## config.mk

```make
export PLATFORM = sky130hd
export DESIGN_NAME = duty_decoder_flat
export DESIGN_NICKNAME = d
export VERILOG_FILES = /design/src/rtl/duty_pkg.sv /design/src/rtl/duty_decoder_if.sv /design/src/rtl/duty_classify.sv /design/src/rtl/duty_decoder.sv /design/src/flat_wrapper.sv
export SDC_FILE = /design/constraint.sdc
export NUM_CORES = 1
export LEC_CHECK = 0
export ABC_AREA = 1
export CAP_MARGIN = 0
export CORE_MARGIN = 10
export CORE_UTILIZATION = 55
export DETAILED_ROUTE_END_ITERATION = 10
export PLACE_DENSITY = 0.76
export REMOVE_ABC_BUFFERS = 1
export SLEW_MARGIN = 20
export SYNTH_ARGS = -nofsm -noshare
export SYNTH_HDL_FRONTEND = slang
export SYNTH_SLANG_ARGS = --single-unit
```

## constraint.sdc

```tcl
create_clock -name clk -period 6.4 [get_ports clk]
set_input_delay 0.96 -clock clk [delete_from_list [all_inputs] [get_ports clk]]
set_output_delay 0.96 -clock clk [all_outputs]
set_load 0.02 [all_outputs]
```

## src/rtl/duty_pkg.sv

```systemverilog
// Shared duty-code definitions for the pulse-channel generator and decoder.
package duty_pkg;

  localparam int WINDOW = 8;

  localparam logic [1:0] DUTY_125 = 2'd0;
  localparam logic [1:0] DUTY_250 = 2'd1;
  localparam logic [1:0] DUTY_500 = 2'd2;
  localparam logic [1:0] DUTY_750 = 2'd3;

  typedef enum logic [1:0] {
    ST_FILL,
    ST_TRACK,
    ST_LOCKED
  } dec_state_e;

  // Number of high samples per WINDOW-sample period for each duty code.
  function automatic logic [3:0] duty_popcount(input logic [1:0] code);
    case (code)
      DUTY_125: duty_popcount = 4'd1;
      DUTY_250: duty_popcount = 4'd2;
      DUTY_500: duty_popcount = 4'd4;
      default:  duty_popcount = 4'd6;
    endcase
  endfunction

endpackage

```

## src/rtl/duty_decoder_if.sv

```systemverilog
// Sample strobe / wave input and recovered-duty status outputs of the duty decoder.
interface duty_decoder_if;
  logic       step;
  logic       wave_in;
  logic [1:0] duty_cycle;
  logic       locked;
  logic       period_valid;
  logic       error;

  modport master (
    output step, wave_in,
    input  duty_cycle, locked, period_valid, error
  );

  modport slave (
    input  step, wave_in,
    output duty_cycle, locked, period_valid, error
  );
endinterface

```

## src/rtl/duty_classify.sv

```systemverilog
// Rotation-invariant classifier: one circular high run whose length matches a duty code.
module duty_classify
  import duty_pkg::*;
(
  input  logic [WINDOW-1:0] w_i,
  output logic              legal_o,
  output logic [1:0]        code_o
);

  logic [WINDOW-1:0] w_rot;
  logic [WINDOW-1:0] edge_mask;
  logic [3:0]        pop;
  logic [3:0]        rise_cnt;

  // w_rot[i] is the sample taken just before w_i[i], wrapping oldest to newest.
  assign w_rot     = {w_i[0], w_i[WINDOW-1:1]};
  assign edge_mask = w_i & ~w_rot;

  always_comb begin
    pop      = 4'd0;
    rise_cnt = 4'd0;
    legal_o  = 1'b0;
    code_o   = 2'd0;
    for (int i = 0; i < WINDOW; i++) begin
      pop      = pop + {3'd0, w_i[i]};
      rise_cnt = rise_cnt + {3'd0, edge_mask[i]};
    end
    for (int c = 0; c < 4; c++) begin
      if (pop == duty_popcount(c[1:0])) begin
        legal_o = (rise_cnt == 4'd1);
        code_o  = c[1:0];
      end
    end
  end

endmodule

```

## src/rtl/duty_decoder.sv

```systemverilog
// Recovers the 2-bit duty code from a strobed square wave, one evaluation per 8 samples,
// and reports lock once the same code repeats for LOCK_PERIODS periods.
module duty_decoder
  import duty_pkg::*;
#(
  parameter int LOCK_PERIODS = 2
) (
  input  logic           clk,
  input  logic           reset,
  duty_decoder_if.slave  bus
);

  localparam logic [3:0] LOCK_CNT = 4'(LOCK_PERIODS);

  dec_state_e  state_q;
  logic [7:0]  hist_q;
  logic [7:0]  hist_d;
  logic [2:0]  phase_q;
  logic [3:0]  match_cnt_q;
  logic [3:0]  match_cnt_d;
  logic [1:0]  duty_q;
  logic        locked_q;
  logic        valid_q;
  logic        error_q;
  logic        eval;
  logic        legal;
  logic [1:0]  code;

  assign hist_d      = {hist_q[6:0], bus.wave_in};
  assign eval        = bus.step && (phase_q == 3'd7);
  assign match_cnt_d = (match_cnt_q >= LOCK_CNT) ? LOCK_CNT : match_cnt_q + 4'd1;

  duty_classify u_classify (
    .w_i     (hist_d),
    .legal_o (legal),
    .code_o  (code)
  );

  always_ff @(posedge clk) begin
    if (reset) begin
      state_q     <= ST_FILL;
      hist_q      <= 8'd0;
      phase_q     <= 3'd0;
      match_cnt_q <= 4'd0;
      duty_q      <= 2'd0;
      locked_q    <= 1'b0;
      valid_q     <= 1'b0;
      error_q     <= 1'b0;
    end else begin
      valid_q <= 1'b0;
      error_q <= 1'b0;
      if (bus.step) begin
        hist_q  <= hist_d;
        phase_q <= phase_q + 3'd1;
      end
      if (eval) begin
        if (!legal) begin
          error_q     <= 1'b1;
          match_cnt_q <= 4'd0;
          locked_q    <= 1'b0;
          state_q     <= ST_TRACK;
        end else begin
          valid_q <= 1'b1;
          case (state_q)
            ST_FILL: begin
              duty_q      <= code;
              match_cnt_q <= 4'd1;
              if (LOCK_CNT == 4'd1) begin
                state_q  <= ST_LOCKED;
                locked_q <= 1'b1;
              end else begin
                state_q  <= ST_TRACK;
              end
            end
            ST_TRACK: begin
              if (code == duty_q) begin
                match_cnt_q <= match_cnt_d;
                if (match_cnt_d >= LOCK_CNT) begin
                  state_q  <= ST_LOCKED;
                  locked_q <= 1'b1;
                end
              end else begin
                duty_q      <= code;
                match_cnt_q <= 4'd1;
                if (LOCK_CNT == 4'd1) begin
                  state_q  <= ST_LOCKED;
                  locked_q <= 1'b1;
                end
              end
            end
            ST_LOCKED: begin
              // A new legal code restarts tracking even when one period would suffice.
              if (code == duty_q) begin
                match_cnt_q <= match_cnt_d;
              end else begin
                duty_q      <= code;
                match_cnt_q <= 4'd1;
                locked_q    <= 1'b0;
                state_q     <= ST_TRACK;
              end
            end
            default: begin
              state_q  <= ST_FILL;
              locked_q <= 1'b0;
            end
          endcase
        end
      end
    end
  end

  assign bus.duty_cycle   = duty_q;
  assign bus.locked       = locked_q;
  assign bus.period_valid = valid_q;
  assign bus.error        = error_q;

endmodule

```

## src/flat_wrapper.sv

```systemverilog
// flat-port wrapper written by rule: the top's interface ports become plain ports
module duty_decoder_flat import duty_pkg::*;
#(
  parameter int LOCK_PERIODS = 2
)
  (clk, reset, bus_step, bus_wave_in, bus_duty_cycle, bus_locked, bus_period_valid, bus_error);
  duty_decoder_if bus_i ();
  input  logic clk;
  input  logic reset;
  input wire logic [$bits(bus_i.step)-1:0] bus_step;
  input wire logic [$bits(bus_i.wave_in)-1:0] bus_wave_in;
  output wire logic [$bits(bus_i.duty_cycle)-1:0] bus_duty_cycle;
  output wire logic [$bits(bus_i.locked)-1:0] bus_locked;
  output wire logic [$bits(bus_i.period_valid)-1:0] bus_period_valid;
  output wire logic [$bits(bus_i.error)-1:0] bus_error;
  assign bus_i.step = bus_step;
  assign bus_i.wave_in = bus_wave_in;
  assign bus_duty_cycle = bus_i.duty_cycle;
  assign bus_locked = bus_i.locked;
  assign bus_period_valid = bus_i.period_valid;
  assign bus_error = bus_i.error;
  duty_decoder #(.LOCK_PERIODS(LOCK_PERIODS)) u_core (.clk(clk), .reset(reset), .bus(bus_i));
endmodule
```

## After elaboration in Yosys (flattened, before gate mapping)

Cells that the tools add are included.

| storage, ports and cells | value |
|---|---|
| flip-flop bits (word level) | 21 |
| input bits | 4 |
| output and inout port bits | 5 |

| operators by class | value |
|---|---|
| add/sub/neg operators | 16 |
| order comparisons | 2 |
| equal/unequal tests | 15 |
| multiplexer cells | 25 |
| bitwise operators | 3 |
| reductions and logical operators | 9 |

Operators by type and width:

| operator | count |
|---|---|
| $add 4x1->4 | 8 |
| $mux 2 | 7 |
| $mux 4 | 3 |
| $ne 3x3->1 const B | 4 |
| $mux 1 | 11 |
| $add 3x1->4 | 2 |
| $and 8x8->8 | 1 |
| $eq 4x1->1 const B | 2 |
| $eq 4x3->1 const B | 2 |
| $ge 4x2->1 const B | 2 |
| $not 8->8 | 1 |
| $pmux 4 s2 | 1 |
| $reduce_and 4->1 | 2 |
| $add 2x1->3 | 2 |
| $pmux 2 s3 | 1 |
| $reduce_and 5->1 | 1 |
| $add 1x1->2 | 2 |
| $add 4x1->4 const B | 1 |
| $eq 4x2->1 const B | 1 |
| $ne 2x2->1 const B | 2 |
| $pmux 2 s2 | 1 |
| $reduce_or 2->1 | 2 |
| $add 3x1->3 const B | 1 |
| $eq 3x3->1 const B | 1 |
| other kinds (9) | 9 |

## Longest topological paths before layout

| depth | value |
|---|---|
| word-level depth | 16 |
| depth in mapped cells | 23 |
| depth with buffers taken out | 23 |

## Cells and area by module

A second synthesis with hierarchy kept.

| unflattened totals | value |
|---|---|
| cell total of the unflattened synthesis | 200 |
| area total of the unflattened synthesis | 1462.7 sq um |

Modules (own cells, without submodules):

| module | instances | cells each | area an instance (sq um) |
|---|---|---|---|
| duty_decoder | 1 | 133 | 1003.5 |
| duty_classify | 1 | 67 | 459.2 |

## Worst setup path before layout

Ideal clock, no wire load.

| timing | value |
|---|---|
| path kind | input to register |
| from | input bus_wave_in |
| to | register u_core.duty_q[1] (netlist: u_core.bus.duty_cycle[1]) |
| setup time | 115 ps |
| arrival | 4038 ps |
| required time | 6285 ps |
| setup slack | 2247 ps |
| stages on the path | 21 |
| buffers on the path | 0 |
| path through | inv_1 > o21ai_0 > ha_1 > inv_1 > fa_1 > inv_1 > fa_1 > ha_1 > inv_1 > fa_1 > nand2_1 > nor2_1 > nand2_1 > nor2_4 > nand2_2 > inv_2 > nand2_4 > nor2_4 > nand3_1 > nand2_1 > nor2_1 |

| between the ends | value |
|---|---|
| longest elaborated chain between the ends | 14 |
| elaborated cells on any way between the ends | 33 |

Ends and longest elaborated chain:

| what | RTL line | text |
|---|---|---|
| start: declaration | flat_wrapper.sv:11 | `input wire logic [$bits(bus_i.wave_in)-1:0] bus_wave_in;` |
| $add 1x1->2 or $and 8x8->8 (tied branches) | duty_classify.sv:25, duty_classify.sv:17 |  |
| $add 2x1->3 or $add 1x1->2 (tied branches) | duty_classify.sv:25, duty_classify.sv:26 |  |
| $add 3x1->4 or $add 2x1->3 (tied branches) | duty_classify.sv:25, duty_classify.sv:26 |  |
| $add 4x1->4 or $add 3x1->4 (tied branches) | duty_classify.sv:25, duty_classify.sv:26 |  |
| $add 4x1->4 (on tied branches) (3 in a row) | duty_classify.sv:25, duty_classify.sv:26 |  |
| $eq 4x2->1 or $add 4x1->4 (tied branches) | duty_classify.sv:29, duty_classify.sv:26 |  |
| $mux 1 or $eq 4x1->1 (tied branches) | duty_classify.sv:29, duty_classify.sv:30 |  |
| $mux 2 or $mux 1 (tied branches) (2 in a row) | duty_classify.sv:29 | `if (pop == duty_popcount(c[1:0])) begin` |
| $eq 2x2->1 or $mux 1 (tied branches) | duty_decoder.sv:76, duty_decoder.sv:93, duty_classify.sv:29 |  |
| $ne 2x2->1 (no source line) or $mux 1 (tied branches) | n/a |  |
| $reduce_and 4->1 (no source line) | n/a |  |
| end signal: assignment | duty_decoder.sv:66 | `duty_q <= code;` |
| end signal: assignment | duty_decoder.sv:83 | `duty_q <= code;` |
| end signal: assignment | duty_decoder.sv:96 | `duty_q <= code;` |
| end: declaration | duty_decoder.sv:21 | `logic [1:0] duty_q;` |

Parallel ways exist; a longest one is shown, timed or not. The select of a mux whose other input is x is not followed.
A chain may end at the register's enable or synchronous reset.

## Final worst setup path

| timing | value |
|---|---|
| from | input bus_wave_in |
| to | register u_core.match_cnt_q[2] |

| between the ends | value |
|---|---|
| longest elaborated chain between the ends | 15 |
| elaborated cells on any way between the ends | 34 |

Ends and longest elaborated chain:

| what | RTL line | text |
|---|---|---|
| $add 1x1->2 or $and 8x8->8 (tied branches) | duty_classify.sv:25, duty_classify.sv:17 |  |
| $add 2x1->3 or $add 1x1->2 (tied branches) | duty_classify.sv:25, duty_classify.sv:26 |  |
| $add 3x1->4 or $add 2x1->3 (tied branches) | duty_classify.sv:25, duty_classify.sv:26 |  |
| $add 4x1->4 or $add 3x1->4 (tied branches) | duty_classify.sv:25, duty_classify.sv:26 |  |
| $add 4x1->4 (on tied branches) (3 in a row) | duty_classify.sv:25, duty_classify.sv:26 |  |
| $eq 4x2->1 or $add 4x1->4 (tied branches) | duty_classify.sv:29, duty_classify.sv:26 |  |
| $mux 1 or $eq 4x1->1 (tied branches) | duty_classify.sv:29, duty_classify.sv:30 |  |
| $mux 2 or $mux 1 (tied branches) (2 in a row) | duty_classify.sv:29 |  |
| $eq 2x2->1 or $mux 1 (tied branches) | duty_decoder.sv:76, duty_decoder.sv:93, duty_classify.sv:29 |  |
| $mux 4 or $mux 1 (tied branches) | duty_decoder.sv:76, duty_decoder.sv:93, duty_classify.sv:29 |  |
| $pmux 4 s2 or $ne 3x3->1 (tied branches) | n/a |  |
| $mux 4 or $reduce_and 2->1 (tied branches) | n/a |  |
| end signal: assignment | duty_decoder.sv:77 | `match_cnt_q <= match_cnt_d;` |
| end signal: assignment | duty_decoder.sv:94 | `match_cnt_q <= match_cnt_d;` |
| end: declaration | duty_decoder.sv:19 | `logic [3:0] match_cnt_q;` |

Parallel ways exist; a longest one is shown, timed or not.

==> impl_metrics.yaml <==
status:
  status: "finished, final reports clean"
cts:
  post-cts-setup-buffer-count: 0
  hold_buffers: 0
  htreeDepth: 1
  cts_tree: "done"
  cts_buffers: 3
  clkLatencyLatePin_ns: 0.31
  clockBufferDepth: 2
  cts_resized: 0
  cts_num_sinks: 21
  cts.clk_slew.worst_paths_ns: 0.12
  ctsRootBufferMaster: "clkbuf_4"
timing:
  maxSlewViolCount: 0
  max_slew_margin_pct: 63.2
  setup_tns_ns: 0
  rsz0062_at_grt: "false"
  min_period_ns: 4.50
  max_freq_mhz: 222
  tightest_slew_ns: 0.551
  setup_viol: 0
  hold_ws_ns: 0.453
  skew_ns: 0.00388
  hold_violations: 0
  fin_crit_sh_pct: 70.3
die:
  fp.coreArea_um2: 2730
  ios: 9
  dieHeight_um: 73.3
  die_area_um2: 5370
  num_rows: 19
  start_util_pct: 57.1
  fp.dieW_um: 73.3
synth:
  yosysSeqAreaShare_pct: 26.9
  synthAdderAreaFrac_pct: 22.6
  synth_xor_area_share_pct: 1.12
  netlist_instances: 215
  yosys.area_share.simple_pct: 27.3
  synth_top_family_by_area: "simple AND/OR/NAND/NOR gates"
  netlist_area_um2: 1560
  synth_top_area_share_pct: 26.9
  yosys_register_bits: 21
  synth_warnings: 0
  synth_area_leader_cell: "dfxtp_1"
  synth_compound_area_share_pct: 10.1
  synth.area.top_cells: "dfxtp_1, ha_1, inv_1"
  synthMuxAreaShare_pct: 0
  avgSynthCellArea_um2: 7.26
  synth_cell_types: 22
placement:
  gp_congestion: 0.816
  hpwl_um: 2130
  port_buffers: 8
setup_path:
  cp.arrival_ns: 4.72
  critPathKind: "input pin to flop"
  critPathCaptureType: "flop"
  worst_r2r_endpoint: "u_core.match_cnt_q[2]"
  crit_required_ns: 6.62
  regToRegSetupSlack_ns: 2.61
  cp-endpoint: "u_core.match_cnt_q[2]"
  slowest_delay_ns: 0.53
  critPathSlowestCell: "fa_1"
  start_kind: "input pin"
  timing.rr.start: "u_core.hist_q[1]"
  crit_top_cell: "inv_1"
  crit_path_max_fanout: 4
  path_cells: "clkdlybuf4s50_1 > inv_1 > o21ai_0 > ha_1 > inv_1 > fa_1 > inv_1 > fa_1 > ha_1 > inv_1 > fa_1 > nand2_1 > nor2_1 > nand2_1 > nor2_4 > nand2_2 > o21ai_2 > inv_1 > o21ai_0 > nor2_1"
  crit_path_start: "bus_wave_in"
  rr_worst_depth: 20
power_and_ir_drop:
  cellLeakagePower_nw: 0.816
  p_per_area_nw_per_um2: 194
  ir_drop_mv: 0.131
route:
  routed_wirelength_um: 2620
  ant_nets: 0
  post_drt_via_cell_ratio: 4.91
  vias: 1253
  drt-pass1-iter-count: 5
  post_drt_wl_per_cell_um: 10.3
  drc: 0
  drt_first_iter_violations: 73
grt:
  grt_pass1_vias: 1121
  grt_overflow: 0
  globalRouteTotalUtil_pct: 10.7
  grt_max_degree: 20
  grt_first_pass_wirelength_um: 4770
  antenna_found_initial: 0
min_path:
  hold_path.class: "flop to flop"
final_layout:
  fin_nets: 253
  final_common_cell: "inv_1"
  areaGrowthSynthToFinish_pct: 8.58
  layout_common_cells: "inv_1, nand2_1, nor2_1, dfxtp_1, ha_1"
  drive_gt1_share_pct: 10.3
  num_antenna_cells: 0
flow_run:
  drv_cap: 0
synthesized netlist by cell type:
cell	number
a21oi_1	15
a31o_2	1
buf_2	1
clkbuf_1	2
dfxtp_1	21
fa_1	7
ha_1	17
inv_1	44
inv_2	2
nand2_1	36
nand2_2	5
nand2_4	1
nand3_1	8
nand3_2	2
nand4_1	4
nor2_1	24
nor2_2	3
nor2_4	4
nor3_1	2
o21ai_0	13
o21ai_2	1
xnor2_1	2
power breakdown:
| part | switching [W] | internal, W | leakage, nW |
|---|---|---|---|
| Sequential | 0.00000326 | 0.000136 | 0.171 |
| Clock | 0.0000426 | 0.0000234 | 0.0177 |
| Combinational | 0.0000763 | 0.0000470 | 0.626 |
| Total | 0.000122 | 0.000206 | 0.815 |
per-layer routing:
metal | vias to the layer above | share of wire (%) | GRT usage [%]
met2 | 12 | 45 | 17.0
met3 | 7 | 3.0 | 2.02
met1 | 555 | 50 | 13.7
met4 | 0 | 2.1 | 4.43
met5 | - | 0 | 0
li1 | 679 | - | -
cell type report:
cell class                 instances  area [µm²]
fill                             255        1040
multi-input combinational        145         955
sequential                        21         420
inverter                          46         173
timing repair buffer               8        80.1
tap                               31        38.8
clock buffer                       3        22.5
clock inverter                     1        5.00
registers in the layout (all words and copies together), names as in the netlist:
name and flops:
u_core.bus.error 1, u_core.hist_q 7, u_core.match_cnt_q 4, u_core.phase_q 3
u_core.bus.locked 1, u_core.bus.period_valid 1, u_core.bus.duty_cycle 2, u_core.state_q 2
kinds of logic after synthesis:
| group | after synthesis |
|---|---|
| buffers and inverters | 49 |
| AO/OA/AOI/OAI | 30 |
| AND/OR/NAND/NOR | 89 |
| flip-flops | 21 |
| XOR/XNOR | 2 |
| adder cells (fa/ha/maj) | 24 |
worst min-delay path by stage:
stage	from	to	slack, ns	cells past startpoint
finish	u_core.match_cnt_q[3]	u_core.match_cnt_q[3]	0.45	2
global route	u_core.match_cnt_q[3]	u_core.match_cnt_q[3]	0.47	2
CTS	u_core.match_cnt_q[3]	u_core.match_cnt_q[3]	0.46	2
detailed placement	u_core.match_cnt_q[3]	u_core.match_cnt_q[3]	0.44	2
global placement	u_core.match_cnt_q[3]	u_core.match_cnt_q[3]	0.43	2
floorplan	u_core.match_cnt_q[3]	u_core.match_cnt_q[3]	0.42	2
critical path, delay by kind of cell:
kind | cells | cell delay (ns)
and+or+nand+nor | 6 | 0.49
buffers and inverters | 6 | 0.80
AOI/OAI and AO/OA | 3 | 0.46
adders and majority gates | 5 | 1.99
metrics by stage:
stage | worst slack (ns) | utilization, % | instance area, µm² | instances | power, W
2_1_floorplan | 2.25 | - | 1550 | 212 | 0.000244
3_3_place_gp | 1.61 | 61.0 | 1670 | 251 | 0.000264
3_5_place_dp | 1.54 | 61.0 | 1670 | 251 | 0.000266
4_1_cts | 1.90 | 62.0 | 1690 | 255 | 0.000332
5_1_grt | 1.59 | 62.0 | 1690 | 255 | 0.000359
6_report | 1.90 | 62.0 | 1690 | 255 | 0.000328
Power figures use the tool's default switching activity.
